File: src/rtl/arb_mux_pkg.sv
// Shared mode encodings and grant-index helper for the arb_mux N:1 streaming multiplexer.
// Mode 2'b11 has no constant of its own; the datapath treats it as fixed priority.
package arb_mux_pkg;

   localparam logic [1:0] MODE_SELECT = 2'b00;
   localparam logic [1:0] MODE_PRIO   = 2'b01;
   localparam logic [1:0] MODE_RR     = 2'b10;

   localparam int MAX_CHANNELS = 16;

   // Grant is one-hot, so OR-ing the indices of the set bits yields the single index.
   function automatic int onehot_to_idx(input logic [MAX_CHANNELS-1:0] oh);
      int idx;
      idx = 0;
      for (int i = 0; i < MAX_CHANNELS; i++) begin
         if (oh[i]) idx = idx | i;
      end
      return idx;
   endfunction

endpackage

File: src/rtl/arb_mux_if.sv
// Handshake bundle between producers, the arb_mux and its consumer.
// The slave modport is the mux side; the master modport is the producer/consumer side.
interface arb_mux_if #(
   parameter int WIDTH    = 32,
   parameter int CHANNELS = 4
);
   localparam int SEL_W = $clog2(CHANNELS);

   logic [1:0]              mode;
   logic [SEL_W-1:0]        sel;
   logic [CHANNELS-1:0]     in_valid;
   logic [CHANNELS-1:0]     in_ready;
   logic [CHANNELS*WIDTH-1:0] in_data;
   logic                    out_valid;
   logic                    out_ready;
   logic [WIDTH-1:0]        out_data;
   logic [SEL_W-1:0]        out_chan;

   modport slave (
      input  mode, sel, in_valid, in_data, out_ready,
      output in_ready, out_valid, out_data, out_chan
   );

   modport master (
      output mode, sel, in_valid, in_data, out_ready,
      input  in_ready, out_valid, out_data, out_chan
   );

endinterface

File: src/rtl/arb_mux_rr_arbiter.sv
// Rotating-priority arbiter: one-hot grant to the first requester at or after ptr, wrapping.
// Purely combinational; a zero pointer degenerates to lowest-index-first priority.
module rr_arbiter #(
   parameter int N = 4,
   localparam int PTR_W = $clog2(N)
) (
   input  logic [N-1:0]     req,
   input  logic [PTR_W-1:0] ptr,
   output logic [N-1:0]     grant
);

   int   idx;
   logic found;

   always_comb begin
      grant = '0;
      found = 1'b0;
      idx   = 0;
      for (int k = 0; k < N; k++) begin
         idx = int'(ptr) + k;
         if (idx >= N) idx = idx - N;
         if (!found && req[idx]) begin
            grant[idx] = 1'b1;
            found      = 1'b1;
         end
      end
   end

endmodule

File: src/rtl/arb_mux.sv
// N:1 valid/ready multiplexer (select / fixed priority / round-robin) into one output register.
// Latency 1 cycle; a stalled output drops every in_ready, a draining output reloads with no bubble.
module arb_mux
   import arb_mux_pkg::*;
#(
   parameter int WIDTH    = 32,
   parameter int CHANNELS = 4
) (
   input  logic      clk,
   input  logic      rst_n,
   arb_mux_if.slave  bus
);

   localparam int SEL_W = $clog2(CHANNELS);

   logic [CHANNELS-1:0]     sel_grant;
   logic [CHANNELS-1:0]     prio_grant;
   logic [CHANNELS-1:0]     rr_grant;
   logic [CHANNELS-1:0]     grant;
   logic [MAX_CHANNELS-1:0] grant_ext;
   logic [SEL_W-1:0]        rr_ptr;
   logic [SEL_W-1:0]        gnt_idx;
   logic [WIDTH-1:0]        gnt_data;
   logic                    load_en;
   logic                    xfer;

   rr_arbiter #(.N(CHANNELS)) u_rr (
      .req   (bus.in_valid),
      .ptr   (rr_ptr),
      .grant (rr_grant)
   );

   rr_arbiter #(.N(CHANNELS)) u_prio (
      .req   (bus.in_valid),
      .ptr   ('0),
      .grant (prio_grant)
   );

   // sel can exceed the channel count when CHANNELS is not a power of two.
   always_comb begin
      sel_grant = '0;
      if ({1'b0, bus.sel} < (SEL_W+1)'(CHANNELS))
         sel_grant[bus.sel] = bus.in_valid[bus.sel];
   end

   always_comb begin
      case (bus.mode)
         MODE_SELECT: grant = sel_grant;
         MODE_RR:     grant = rr_grant;
         default:     grant = prio_grant;
      endcase
   end

   always_comb begin
      grant_ext                = '0;
      grant_ext[CHANNELS-1:0]  = grant;
   end

   assign load_en  = !bus.out_valid || bus.out_ready;
   assign xfer     = (|grant) && load_en;
   assign gnt_idx  = SEL_W'(onehot_to_idx(grant_ext));
   assign gnt_data = bus.in_data[int'(gnt_idx)*WIDTH +: WIDTH];

   // Gated by rst_n so producers never see a handshake while the register is held clear.
   assign bus.in_ready = rst_n ? (grant & {CHANNELS{load_en}}) : '0;

   always_ff @(posedge clk or negedge rst_n) begin
      if (!rst_n) begin
         bus.out_valid <= 1'b0;
         bus.out_data  <= '0;
         bus.out_chan  <= '0;
         rr_ptr        <= '0;
      end else begin
         if (xfer) begin
            bus.out_valid <= 1'b1;
            bus.out_data  <= gnt_data;
            bus.out_chan  <= gnt_idx;
            if (bus.mode == MODE_RR)
               rr_ptr <= (gnt_idx == SEL_W'(CHANNELS-1)) ? '0 : gnt_idx + 1'b1;
         end else if (bus.out_ready) begin
            bus.out_valid <= 1'b0;
         end
      end
   end

endmodule

File: src/flat_wrapper.sv
// flat-port wrapper written by rule: the top's interface ports become plain ports
module arb_mux_flat import arb_mux_pkg::*;
#(
   parameter int WIDTH    = 32,
   parameter int CHANNELS = 4
)
  (clk, rst_n, bus_mode, bus_sel, bus_in_valid, bus_in_data, bus_out_ready, bus_in_ready, bus_out_valid, bus_out_data, bus_out_chan);
  arb_mux_if #(.WIDTH(WIDTH), .CHANNELS(CHANNELS)) bus_i ();
  input  logic clk;
  input  logic rst_n;
  input wire logic [$bits(bus_i.mode)-1:0] bus_mode;
  input wire logic [$bits(bus_i.sel)-1:0] bus_sel;
  input wire logic [$bits(bus_i.in_valid)-1:0] bus_in_valid;
  input wire logic [$bits(bus_i.in_data)-1:0] bus_in_data;
  input wire logic [$bits(bus_i.out_ready)-1:0] bus_out_ready;
  output wire logic [$bits(bus_i.in_ready)-1:0] bus_in_ready;
  output wire logic [$bits(bus_i.out_valid)-1:0] bus_out_valid;
  output wire logic [$bits(bus_i.out_data)-1:0] bus_out_data;
  output wire logic [$bits(bus_i.out_chan)-1:0] bus_out_chan;
  assign bus_i.mode = bus_mode;
  assign bus_i.sel = bus_sel;
  assign bus_i.in_valid = bus_in_valid;
  assign bus_i.in_data = bus_in_data;
  assign bus_i.out_ready = bus_out_ready;
  assign bus_in_ready = bus_i.in_ready;
  assign bus_out_valid = bus_i.out_valid;
  assign bus_out_data = bus_i.out_data;
  assign bus_out_chan = bus_i.out_chan;
  arb_mux #(.WIDTH(WIDTH), .CHANNELS(CHANNELS)) u_core (.clk(clk), .rst_n(rst_n), .bus(bus_i));
endmodule
File: config.mk
export PLATFORM = sky130hd
export DESIGN_NAME = arb_mux_flat
export DESIGN_NICKNAME = d
export VERILOG_FILES = /design/src/rtl/arb_mux_pkg.sv /design/src/rtl/arb_mux_if.sv /design/src/rtl/arb_mux_rr_arbiter.sv /design/src/rtl/arb_mux.sv /design/src/flat_wrapper.sv
export SDC_FILE = /design/constraint.sdc
export NUM_CORES = 1
export LEC_CHECK = 0
export ABC_CLOCK_PERIOD_IN_PS = 8450
export BUFFER_PORTS_ARGS = -buffer_cell sky130_fd_sc_hd__buf_2
export CAP_MARGIN = 20
export CORE_MARGIN = 4
export CORE_UTILIZATION = 50
export DETAILED_ROUTE_END_ITERATION = 12
export PLACE_DENSITY_LB_ADDON = 0.2
export SLEW_MARGIN = 20
export SYNTH_ARGS = -nofsm -noshare
export SYNTH_HDL_FRONTEND = slang
export SYNTH_HIERARCHICAL = 1
export SYNTH_SLANG_ARGS = --single-unit
File: constraint.sdc
create_clock -name clk -period 8.45 [get_ports clk]
set_input_delay 0.4225 -clock clk [delete_from_list [all_inputs] [get_ports clk]]
set_output_delay 0.4225 -clock clk [all_outputs]
set_load 0.02 [all_outputs]
==> results of run 1 <==
[sequential cells by signal, indices dropped and copies added, names as in the netlist]
register / count
u_core/bus.out_chan: 2
u_core/bus.out_data: 32
u_core/bus.out_valid: 1
u_core/rr_ptr: 2
[cells by family (layout without fill, tap and decap cells)]
group,after synthesis,count (layout),share of synthesized area
AND/OR/NAND/NOR,232,232,0.3509
AO/OA/AOI/OAI,96,96,0.1990
buffers and inverters,40,193,0.05450
flip-flops,37,37,0.2762
adder cells (fa/ha/maj),16,16,0.05972
multiplexers,8,8,0.05599
other,1,16,0.001119
XOR/XNOR,1,1,0.002613
[Yosys cell counts (2+ instances only)]
master	instances
mux4_2	6
o31ai_1	33
a221o_1	8
dfrtp_1	37
nor4b_4	2
nand2b_1	3
nor2_1	4
buf_4	5
inv_1	5
ha_1	16
clkbuf_1	19
nand2_1	117
o21ai_0	40
mux4_1	2
buf_2	11
and3_1	64
o21ai_1	4
nand3_1	32
nor3b_2	2
[layout by cell type, fill, tap and decap left out, drive strengths merged]
cell type	Yosys	layout
a211o	1	1
a211oi	1	1
a21o	1	1
a221o	8	8
a311o	1	1
and2	1	1
and3	64	64
and3b	1	1
buf	16	181
clkbuf	19	6
clkinvlp	0	1
conb	1	16
dfrtp	37	37
ha	16	16
inv	5	5
mux4	8	8
nand2	117	117
nand2b	3	3
nand3	32	32
nand3b	1	1
nand4	1	1
nand4bb	1	1
nor2	4	4
nor2b	1	1
nor3b	2	2
nor4b	4	4
o211ai	1	1
o21ai	44	44
o221a	1	1
o221ai	1	1
o22a	1	1
o22ai	1	1
o31ai	33	33
o41ai	2	2
xnor2	1	1
[layout make-up]
class / instances / area share
well taps: 77 / 0.02204
clock buffers: 6 / 0.01889
flip-flops and latches: 37 / 0.2118
multi-input cells: 369 / 0.5309
repair buffers: 181 / 0.2104
clock inverters: 1 / 0.001717
inverters: 5 / 0.004293
[report_power, final]
| part | internal [mW] | leakage (nW) | switching, mW | total (mW) |
|---|---|---|---|---|
| Combinational | 0.285 | 1.84 | 0.454 | 0.739 |
| Clock | 0.0645 | 0.0433 | 0.0610 | 0.125 |
| Sequential | 0.264 | 0.448 | 0.0584 | 0.322 |
[worst max path at each step]
stage | startpoint | endpoint | cells past startpoint
after CTS | u_core/rr_ptr[0] | u_core/bus.out_data[10] | 11
after floorplan | u_core/rr_ptr[0] | bus_in_ready[2] | 11
after global routing | u_core/rr_ptr[0] | u_core/bus.out_data[18] | 12
after detailed placement | u_core/rr_ptr[0] | u_core/bus.out_data[10] | 11
final | u_core/rr_ptr[0] | u_core/bus.out_data[10] | 11
after global placement | u_core/rr_ptr[0] | u_core/bus.out_data[30] | 11
[worst reg2reg max path, delay by kind of cell, from the launching register on]
kind	cells	cell delay, ns
AO/OA/AOI/OAI	5	1.80
buffers and inverters	2	0.74
flip-flops	1	0.55
multiplexers	1	0.39
adder cells (fa/ha/maj)	1	0.35
AND/OR/NAND/NOR	2	0.32
[routing by layer]
metal | track usage | up-vias | part of all wire
li1 | - | 1881 | -
met5 | 0 | - | 0
met1 | 0.3216 | 1819 | 0.41
met2 | 0.4442 | 166 | 0.50
met4 | 0.08163 | 0 | 0.015
met3 | 0.05259 | 14 | 0.073
==> flow_summary.json, run 1 <==
{
  "outcome": "completed",
  "finalWorstSetupSlack_ns": 4.161,
  "cts.path.max_buffers": 2,
  "leakage_nw": 2.329,
  "hold_buffers": 0,
  "fin_area_um2": 4372,
  "vias": 3880,
  "fmax_mhz": 233.2,
  "reg2reg_depth": 11,
  "area.sequential_um2": 925.9,
  "grt_pass1_wl_um": 17730,
  "rrSetupSlack_ns": 4.16,
  "diodes": 0,
  "crit_arrival_ns": 4.43,
  "min_path_type": "primary input to asynchronous set/reset pin",
  "clock_latency_ns": 0.29,
  "ios": 178,
  "vias_per_cell": 5.740,
  "grt_max_degree": 68,
  "synth_area_per_cell_um2": 7.777,
  "r2r-start": "u_core/rr_ptr[0]",
  "fill_cells": 589,
  "setup_violations": 0,
  "ir_drop_mv": 0.1306,
  "ys_seq_area_frac": 0.2762,
  "p_per_area_nw_per_um2": 271.4,
  "dpl.hpwl_um": 7726,
  "ctsResizeCount": 0,
  "totalWireLength_um": 10470,
  "post-route-util": 0.6807,
  "drtIter0Drc": 249,
  "cts_root_buffer": "clkbuf_8",
  "grt_overflow": 0,
  "htreeDepth": 2,
  "cts_tree": "built",
  "cp.buffers_inverters": 2,
  "criticalPathCategory": "flip-flop to flip-flop",
  "finalNetCount": 754,
  "dp_cells": 668,
  "slew_violations": 0,
  "setup-tns-final_ns": 0,
  "critPathMaxStageDelay_ns": 0.65,
  "clk_pin_slew_ns": 0.08,
  "io_buffers": 177,
  "clock-skew-final_ns": 0.008532,
  "rsz0062_at_grt": "no",
  "stdcell_count": 676,
  "pre_cts_ws_ns": 4.146,
  "path_delay_family": "compound AO/OA/AOI/OAI gates",
  "fp.dieW_um": 89.88,
  "cts_sinks": 37,
  "finalCritPeriodShare": 0.5076,
  "drc": 0,
  "synth-edff-count": 0,
  "ys_seq_elements": 37,
  "post_cts_buffers": 0,
  "wl_per_cell_um": 15.49,
  "core-area_um2": 6422,
  "synthCells": 431,
  "ant_nets": 0,
  "synth_area_leaders": "dfrtp_1 (28%), nand2_1 (13%), and3_1 (12%), o31ai_1 (7.4%), ha_1 (6.0%)",
  "synth_flop_cell": "dfrtp_1",
  "synth_warnings": 6,
  "critPathCaptureType": "flip-flop",
  "dieArea_um2": 8078,
  "hold_viol_final": 0,
  "cp_max_fo": 67,
  "cts_buffers": 5,
  "synth_top_cell_by_area": "dfrtp_1",
  "drv_cap": 0,
  "async_reset_ff_frac": 1.000,
  "synthDominantCellAreaShare": 0.2762,
  "reg2reg_to": "u_core/bus.out_data[10]",
  "worstPathCellList": "inv_1, ha_1, mux4_2, nand2_1, o21ai_0, a221o_1, and3b_1, a211o_2, o41ai_4, buf_4, o31ai_1",
  "grt_pass1_vias": 3769,
  "synth_area_um2": 3352,
  "layout-drive-gt1-share": 0.3422,
  "min_period_ns": 4.289,
  "multiInputGateArea_um2": 2321,
  "slowest_stage": "a211o_2",
  "areaGrowthSynthToFinish_pct": 30.42,
  "relSlewSlack": 0.3114,
  "holdWs_ns": 0.2428,
  "grt_usage": 0.2566,
  "first_pass_iters": 5,
  "placementRows": 29,
  "yosys.cell_types.count": 40,
  "total_power_mw": 1.187,
  "tightest_slew_ns": 1.033,
  "antenna_found_initial": 0,
  "dieHeight_um": 89.88,
  "placed_cell_area_um2": 4265,
  "gp_congestion": 0.8522,
  "start_util": 0.5219,
  "cp_data_required_time_ns": 8.59,
  "worst_setup_path_start_kind": "flip-flop"
}
No activity file was read; power rests on OpenSTA's default activity.
==> inputs of run 2 (changes only) <==
Settings changed: ABC_AREA set to 1, ABC_CLOCK_PERIOD_IN_PS 8450 to 4250, CORE_UTILIZATION 50 to 49.
Clock period 8.45 ns to 4.25 ns, I/O delays scaled along.
==> flow_summary.json, run 2 <==
{
  "swShare": 0.5419,
  "grt_pass1_wl_um": 19930,
  "yosys-top-cells-count": "nand2_1 (292), inv_1 (127), nand3_1 (123)",
  "clock_latency_ns": 0.29,
  "outcome": "completed",
  "dieHeight_um": 98.71,
  "fmax_mhz": 289.7,
  "ios": 178,
  "vias_per_cell": 4.838,
  "ant_nets": 0,
  "cts.path.max_buffers": 2,
  "vias": 4911,
  "fp.dieW_um": 98.71,
  "cts_root_buffer": "clkbuf_8",
  "synthDominantCellAreaShare": 0.2719,
  "intPower_mw": 1.201,
  "dieArea_um2": 9743,
  "power_switching_mw": 1.421,
  "p_comb_frac": 0.669,
  "synth_warnings": 6,
  "cp_max_fo": 36,
  "fill_cells": 762,
  "power_frac_seq": 0.245,
  "synth_top_cell_by_area": "nand2_1",
  "finalCritPeriodShare": 0.8122,
  "cts_buffers": 5,
  "relSlewSlack": 0.4731,
  "yosys.cell_types.count": 22,
  "crit_arrival_ns": 3.68,
  "slew_violations": 0,
  "synth_flop_cell": "dfrtp_1",
  "io_buffers": 177,
  "diodes": 0,
  "synthMostInstantiatedCell": "nand2_1",
  "ys_seq_elements": 37,
  "wl_per_cell_um": 12.13,
  "critPathCaptureType": "flip-flop",
  "min_period_ns": 3.452,
  "areaGrowthSynthToFinish_pct": 25.76,
  "worst_setup_path_start_kind": "flip-flop",
  "clk_pin_slew_ns": 0.07,
  "min_path_type": "primary input to flip-flop",
  "synth-edff-count": 0,
  "drtIter0Drc": 202,
  "async_reset_ff_frac": 1.000,
  "final_common_cell": "nand2_1",
  "grt_overflow": 0,
  "area.sequential_um2": 925.9,
  "drv_cap": 0,
  "hold_viol_final": 0,
  "largest_reg_flops": 32,
  "core-area_um2": 7848,
  "grt_pass1_vias": 4499,
  "first_pass_iters": 5,
  "holdWs_ns": 0.2804,
  "ys_seq_area_frac": 0.2297,
  "finalNetCount": 1069,
  "htreeDepth": 2,
  "antenna_found_initial": 0,
  "drc": 0,
  "p_per_area_nw_per_um2": 517.2,
  "totalWireLength_um": 12320,
  "synth_area_um2": 4031,
  "clkPwrFrac": 0.086,
  "leakage_nw": 3.384,
  "setup_violations": 0,
  "post-route-util": 0.6460,
  "setup-tns-final_ns": 0,
  "cts_sinks": 37,
  "synth_area_leaders": "nand2_1 (27%), dfrtp_1 (23%), nand3_1 (15%), inv_1 (12%), nor2_1 (7.1%)",
  "cp_data_required_time_ns": 4.47,
  "grt_max_degree": 42,
  "layout_common_cells": "nand2_1 (291), buf_2 (177), inv_1 (127)",
  "criticalPathCategory": "flip-flop to flip-flop",
  "reg.largest.list": "u_core/bus.out_data x32, u_core/bus.out_chan x2, u_core/rr_ptr x2",
  "gp_congestion": 0.9962,
  "start_util": 0.5137,
  "rrSetupSlack_ns": 0.80,
  "top_register": "u_core/bus.out_data",
  "dpl.hpwl_um": 9506,
  "ir_drop_mv": 0.2407,
  "synth_area_per_cell_um2": 5.500,
  "cts_tree": "built",
  "layout-drive-gt1-share": 0.2410,
  "grt_usage": 0.2415,
  "clock-skew-final_ns": 0.007668,
  "tightest_slew_ns": 0.7885,
  "synthCells": 733,
  "rsz0062_at_grt": "no",
  "multiInputGateArea_um2": 2484,
  "placementRows": 32
}
[run 2: cell types whose count changed after synthesis, sizes merged, moves of 4 or more]
cell / before / now
and3: 64 / 0
o21ai: 44 / 2
mux4: 8 / 0
clkbuf: 19 / 10
o31ai: 33 / 0
nand2: 117 / 302
nor2: 4 / 81
a221o: 8 / 0
nand3: 32 / 128
nor4b: 4 / 0
inv: 5 / 134
[run 2: logic make-up after synthesis]
kind of cell / count (synthesis) / share of synthesized area
adder cells (fa/ha/maj): 16 / 0.04966
AO/OA/AOI/OAI: 2 / 0.002483
flip-flops: 37 / 0.2297
buffers and inverters: 163 / 0.1707
AND/OR/NAND/NOR: 514 / 0.5466
other: 1 / 0.0009302
[run 2: layer usage]
metal | up-vias | GRT usage | share of wire
met3 | 14 | 0.04176 | 0.081
met2 | 195 | 0.4275 | 0.48
met4 | 0 | 0.05252 | 0.012
met5 | - | 0 | 0
met1 | 2180 | 0.3078 | 0.43
li1 | 2522 | - | -
[run 2: path summary, 6_finish.rpt]
path / start / to / depth (start not counted)
max: u_core/rr_ptr[1] / u_core/bus.out_data[20] / 19
min: bus_out_ready / u_core/bus.out_valid / 4
max reg2reg: u_core/rr_ptr[1] / u_core/bus.out_data[20] / 19
min reg2reg: u_core/bus.out_data[11] / u_core/bus.out_data[11] / 2
max in group asynchronous: rst_n / u_core/bus.out_data[28] / 3
min in group asynchronous: rst_n / u_core/bus.out_data[17] / 3
[run 2: critical path, cell delays in order (launching register included)]
cell,delay (ns)
dfrtp_1,0.54
inv_1,0.21
ha_1,0.38
inv_1,0.08
nand3_1,0.08
nand2_1,0.11
nand3_1,0.10
nand2_1,0.06
inv_1,0.06
nand3_1,0.08
nand3_1,0.08
nand2_1,0.09
nor2_4,0.13
buf_4,0.38
nand2_1,0.14
inv_1,0.07
nand2_1,0.07
nand2_2,0.50
nand2_1,0.13
nand2_1,0.10
[run 2: cell type report]
cell class | count | share of cell area
Timing Repair Buffer | 186 | 0.1885
Sequential cell | 37 | 0.1826
Clock buffer | 5 | 0.01357
Multi-Input combinational cell | 550 | 0.4899
Tap cell | 102 | 0.02517
Clock inverter | 1 | 0.0009872
Inverter | 134 | 0.09921
[run 2: per-stage QoR]
stage	cells	total power, mW	area (um2)	setup slack, ns
after global placement	1008	2.354	4986	0.9653
after global routing	1015	2.862	5070	0.4525
after CTS	1015	2.619	5070	0.8361
after detailed placement	1008	2.390	4986	0.8488
final	1015	2.622	5070	0.7983
after floorplan	750	1.921	4095	1.687
[run 2: power groups by stage]
stage	sequential [mW]	clock, mW	combinational, mW
finish	0.642	0.225	1.76
global route	0.661	0.245	1.96
CTS	0.640	0.231	1.75
detailed placement	0.646	0	1.74
global placement	0.644	0	1.71
floorplan	0.816	0	1.11
[run 2: what timing repair did]
| action | 4_1_cts | 5_1_grt |
|---|---|---|
| endpoints found under the setup margin | 0 | 0 |
| setup buffers | 0 | 0 |
| gates resized for setup | 0 | 0 |
| endpoints found under the hold margin | 17 | 0 |
| hold buffers | 1 | 0 |
